File: src/rtl/branch_resolve_queue.sv
// branch_resolve_queue
// Holds predecoded conditional branches from fetch, in program order, until
// execute resolves them. Each resolution is compared with the static
// prediction made at push time. A wrong guess produces a registered one-cycle
// redirect to the correct PC and discards every younger (wrong-path) entry.
module branch_resolve_queue #(
    parameter int DEPTH = 8,
    parameter int XLEN  = 32,
    parameter int CNT_W = 16
) (
    input  logic             clk,
    input  logic             rst_n,
    input  logic             push_valid,
    input  logic [XLEN-1:0]  push_pc,
    input  logic [XLEN-1:0]  push_imm,
    output logic             push_ready,
    output logic             pred_taken,
    output logic [XLEN-1:0]  pred_target,
    input  logic             res_valid,
    input  logic             res_taken,
    input  logic [XLEN-1:0]  res_target,
    input  logic             flush_in,
    output logic             redirect_valid,
    output logic [XLEN-1:0]  redirect_pc,
    output logic             empty,
    output logic             full,
    output logic             underflow_err,
    output logic [CNT_W-1:0] mispredict_count
);

    localparam int PTR_W = $clog2(DEPTH);
    localparam logic [PTR_W:0] FULL_CNT = (PTR_W + 1)'(DEPTH);

    logic [XLEN-1:0]  pc_mem     [DEPTH];
    logic             taken_mem  [DEPTH];
    logic [XLEN-1:0]  target_mem [DEPTH];

    logic [PTR_W-1:0] wr_ptr;
    logic [PTR_W-1:0] rd_ptr;
    logic [PTR_W:0]   count;

    logic             do_pop;
    logic             do_push;
    logic             mispredict;
    logic             clear_q;
    logic [XLEN-1:0]  head_pc;
    logic             head_taken;
    logic [XLEN-1:0]  head_target;
    logic [XLEN-1:0]  correct_pc;

    assign empty       = (count == '0);
    assign full        = (count == FULL_CNT);
    assign push_ready  = !full;
    assign pred_taken  = push_imm[XLEN-1];
    assign pred_target = push_pc + push_imm;

    // Resolve the head entry: detect a mispredict, pick the correct next PC and
    // decide whether this cycle's push survives (it is wrong-path on a clear).
    always_comb begin
        head_pc     = pc_mem[rd_ptr];
        head_taken  = taken_mem[rd_ptr];
        head_target = target_mem[rd_ptr];
        do_pop      = res_valid && !empty;
        mispredict  = 1'b0;
        if (do_pop) begin
            mispredict = (res_taken != head_taken) ||
                         (res_taken && (res_target != head_target));
        end
        correct_pc  = res_taken ? res_target : head_pc + XLEN'(4);
        clear_q     = flush_in || mispredict;
        do_push     = push_valid && !full && !clear_q;
    end

    // Entry storage carries no reset; only slots between the pointers are live.
    always_ff @(posedge clk) begin
        if (do_push) begin
            pc_mem[wr_ptr]     <= push_pc;
            taken_mem[wr_ptr]  <= pred_taken;
            target_mem[wr_ptr] <= pred_target;
        end
    end

    // Pointer and occupancy bookkeeping; a clear drops everything in flight.
    always_ff @(posedge clk or negedge rst_n) begin
        if (!rst_n) begin
            wr_ptr <= '0;
            rd_ptr <= '0;
            count  <= '0;
        end else if (clear_q) begin
            rd_ptr <= wr_ptr;
            count  <= '0;
        end else begin
            if (do_push) begin
                wr_ptr <= wr_ptr + PTR_W'(1);
            end
            if (do_pop) begin
                rd_ptr <= rd_ptr + PTR_W'(1);
            end
            case ({do_push, do_pop})
                2'b10:   count <= count + (PTR_W + 1)'(1);
                2'b01:   count <= count - (PTR_W + 1)'(1);
                default: count <= count;
            endcase
        end
    end

    // One-cycle redirect on a mispredict, suppressed when an external flush wins.
    always_ff @(posedge clk or negedge rst_n) begin
        if (!rst_n) begin
            redirect_valid <= 1'b0;
            redirect_pc    <= '0;
        end else begin
            redirect_valid <= mispredict && !flush_in;
            if (mispredict && !flush_in) begin
                redirect_pc <= correct_pc;
            end
        end
    end

    // Sticky underflow flag and saturating mispredict statistics.
    always_ff @(posedge clk or negedge rst_n) begin
        if (!rst_n) begin
            underflow_err    <= 1'b0;
            mispredict_count <= '0;
        end else begin
            if (res_valid && empty) begin
                underflow_err <= 1'b1;
            end
            if (mispredict && (mispredict_count != {CNT_W{1'b1}})) begin
                mispredict_count <= mispredict_count + CNT_W'(1);
            end
        end
    end

endmodule
File: config.mk
export PLATFORM = sky130hd
export DESIGN_NAME = branch_resolve_queue
export DESIGN_NICKNAME = d
export VERILOG_FILES = /design/src/rtl/branch_resolve_queue.sv
export SDC_FILE = /design/constraint.sdc
export NUM_CORES = 1
export LEC_CHECK = 0
export CORE_MARGIN = 2
export CORE_UTILIZATION = 59
export CTS_CLUSTER_DIAMETER = 40
export DETAILED_ROUTE_END_ITERATION = 8
export PLACE_DENSITY = 0.8
export SYNTH_ARGS = -nofsm -noshare
export SYNTH_HDL_FRONTEND = slang
export SYNTH_SLANG_ARGS = --single-unit
File: constraint.sdc
create_clock -name clk -period 13.4 [get_ports clk]
set_input_delay 2.68 -clock clk [delete_from_list [all_inputs] [get_ports clk]]
set_output_delay 2.68 -clock clk [all_outputs]
set_load 0.01 [all_outputs]
==> results.cfg <==
[status]
status = finished, final reports clean

[layout]
layout_common_cells = edfxtp_1 (520), clkdlybuf4s50_1 (185), mux4_2 (111)
fillers = 2506
final_common_cell = edfxtp_1
fin_nets = 1800
multi_input_area_sq_um = 7640
final_util = 0.714
regArea_sq_um = 17100
fin_area_sq_um = 30100
final_cells = 2256
drive_above_1_share = 0.189
area_growth_pct = 18.8

[synth]
synthArstFlopShare = 0.103
yosysSeqAreaShare = 0.676
synthDistinctLibCells = 74
synth_fp_nets = 1572
synth_area_sq_um = 25300
syn_avg_cell_area_sq_um = 17.7
synth_largest_area_cell = edfxtp_1
yosysWarnings = 0
yosysTopAreaCellShare = 0.616
ys_ff_latch = 580
synthTopCellsByArea = edfxtp_1 (62%), mux4_2 (9.9%), dfrtp_1 (5.9%), mux2i_1 (2.9%), xnor2_1 (1.9%)
ys.flop_type = edfxtp_1
synth_edf_count = 520
synthCells = 1432

[sta]
min_period_ns = 10.00
rsz0062_at_grt = no
max_freq_mhz = 100
final.setup_skew_ns = 0.0211
slew_headroom = 0.237
setup_violations = 0
postLayoutSetupSlackWorst_ns = 3.40
slew_violations = 0
timing.final.crit_share = 0.746
hold_ws_ns = 0.452
fin_tns_setup_ns = 0
worstMarginPinSlew_ns = 1.14
hold_viol_final = 0

[floorplanning]
initial_core_util = 0.601
num_rows = 75
fp.dieW_um = 211
ioPinCount = 188
die-area_sq_um = 44600
core_sq_um = 42100
die_h_um = 211

[routing]
routed_wl_mm = 62.1
via_per_inst = 6.46
ant_nets = 0
drt-initial-drc-count = 1922
avgRoutedWirePerCell_um = 27.5
num_vias = 14600
drc = 0
dr.pass1.iters = 6

[hold_path]
hold_class = reg2reg

[critical_path]
cp_max_fo = 9
end_kind = output port
startpoint_type = input pin
worstPathArrival_ns = 7.32
required_ns = 10.72
critPathKind = in2out

[grt]
grt_pass1_vias = 14900
track_usage = 0.286
antenna_found_initial = 2
grt_max_degree = 65
grt_pass1_wl_mm = 92.7
met1_usage = 0.381
grt-ovfl-total = 0
use_met3 = 0.0721
busiest_layer = met2
met2_usage = 0.456

[clock_network]
clk_pin_slew_ns = 0.05
clockRootBuffer = clkbuf_16
postCtsSetupBuffers = 0
post_cts_resized = 0
htree_levels = 3
insertion_delay_ns = 0.60
cts_buffers = 75
numClockSinks = 580
cts_tree = done
cts_buffer_depth = 3
ctsHoldBuffers = 0

[power]
ir_worst_vdd_mv = 0.133
powerDensity_nw_per_um2 = 208
p_leak_nw = 10.5
power_switching_mw = 1.94
power.total_mw = 6.27
power_frac_seq = 0.383
pwr-share-comb = 0.298
switching_share = 0.309
internal_power_mw = 4.34
clockPowerShare = 0.318

[placement]
place_inst = 2122
gp_congestion = 0.888
io_buffers = 187
post-place-ws_ns = 3.57
place_area_sq_um = 27600
dp.final_hpwl_mm = 38.1

[flow_run]
cap_violations = 0
-- worst paths after layout --
check                               from           endpoint  slack, ns  cells after the start
max in group asynchronous          rst_n          rd_ptr[0]      10.48                      2
min                        underflow_err      underflow_err       0.45                      1
min in group asynchronous          rst_n    redirect_pc[31]       2.28                      2
max reg2reg                    rd_ptr[0]  target_mem[5][19]       6.77                     12
max                           push_pc[0]    pred_target[24]       3.40                     13
min reg2reg                underflow_err      underflow_err       0.45                      1
-- kinds of logic (layout without fill, tap and decap cells) --
logic type               after synthesis  count (layout)  synth area share
XOR/XNOR                              97              97            0.0335
AO/OA/AOI/OAI                        156             156            0.0402
flip-flops                           580             580             0.676
AND/OR/NAND/NOR                      239             239            0.0481
other                                  0               1                 0
buffers and inverters                 83             367            0.0246
multiplexers                         239             239             0.159
adder cells (fa/ha/maj)               38              38            0.0191
-- power groups by stage --
stage / registers, mW / logic, mW / clock network [mW]
global route: 2.42 / 1.99 / 2.09
floorplan: 2.36 / 1.37 / 0
global placement: 2.43 / 1.82 / 0
CTS: 2.40 / 1.88 / 2.02
finish: 2.40 / 1.87 / 2.00
detailed placement: 2.44 / 1.86 / 0
-- metal layers --
metal / share of wire / wire (um)
met5: 0.00015 / 9
met3: 0.096 / 5960
met4: 0.037 / 2280
met2: 0.48 / 30000
met1: 0.38 / 23800
-- cell usage after synthesis, types with 9 or more instances --
| cell type | number |
|---|---|
| edfxtp_1 | 520 |
| mux4_2 | 111 |
| nand2_1 | 75 |
| mux2i_1 | 73 |
| dfrtp_1 | 60 |
| xnor2_1 | 54 |
| o21ai_0 | 46 |
| xor2_1 | 43 |
| ha_1 | 37 |
| nor2_1 | 33 |
| a21oi_1 | 30 |
| mux2_4 | 27 |
| mux2_2 | 23 |
| nand3_1 | 23 |
| buf_6 | 21 |
| inv_1 | 21 |
| nor3_1 | 21 |
| nor4_1 | 18 |
| a21o_1 | 17 |
| clkbuf_1 | 12 |
| buf_4 | 11 |
| and3_1 | 9 |
-- registers in the layout, indices dropped and copies added, names as in the netlist --
register and flops:
pc_mem 256, target_mem 256, redirect_pc 32, mispredict_count 16
taken_mem 8, count 4, rd_ptr 3, wr_ptr 3
redirect_valid 1, underflow_err 1
-- critical path, cell delays in order --
cell and delay, ns:
clkdlybuf4s50_1 0.66, ha_1 0.25, inv_1 0.07, fa_1 0.40, nor2b_1 0.14, o21a_1 0.16, o21ai_0 0.13, a21oi_1 0.35
o211ai_1 0.27, a211oi_1 0.37, o21ai_0 0.32, a21boi_0 0.79, clkdlybuf4s50_1 0.73
-- final cells by class --
cell class / count / share of cell area
Sequential cell: 580 / 0.569
Multi-Input combinational cell: 769 / 0.254
Timing Repair Buffer: 213 / 0.0684
Clock buffer: 87 / 0.0667
Tap cell: 539 / 0.0224
Antenna cell: 1 / 0.0000832
Clock inverter: 46 / 0.0166
Inverter: 21 / 0.00262
No activity file was read; power rests on OpenSTA's default activity.
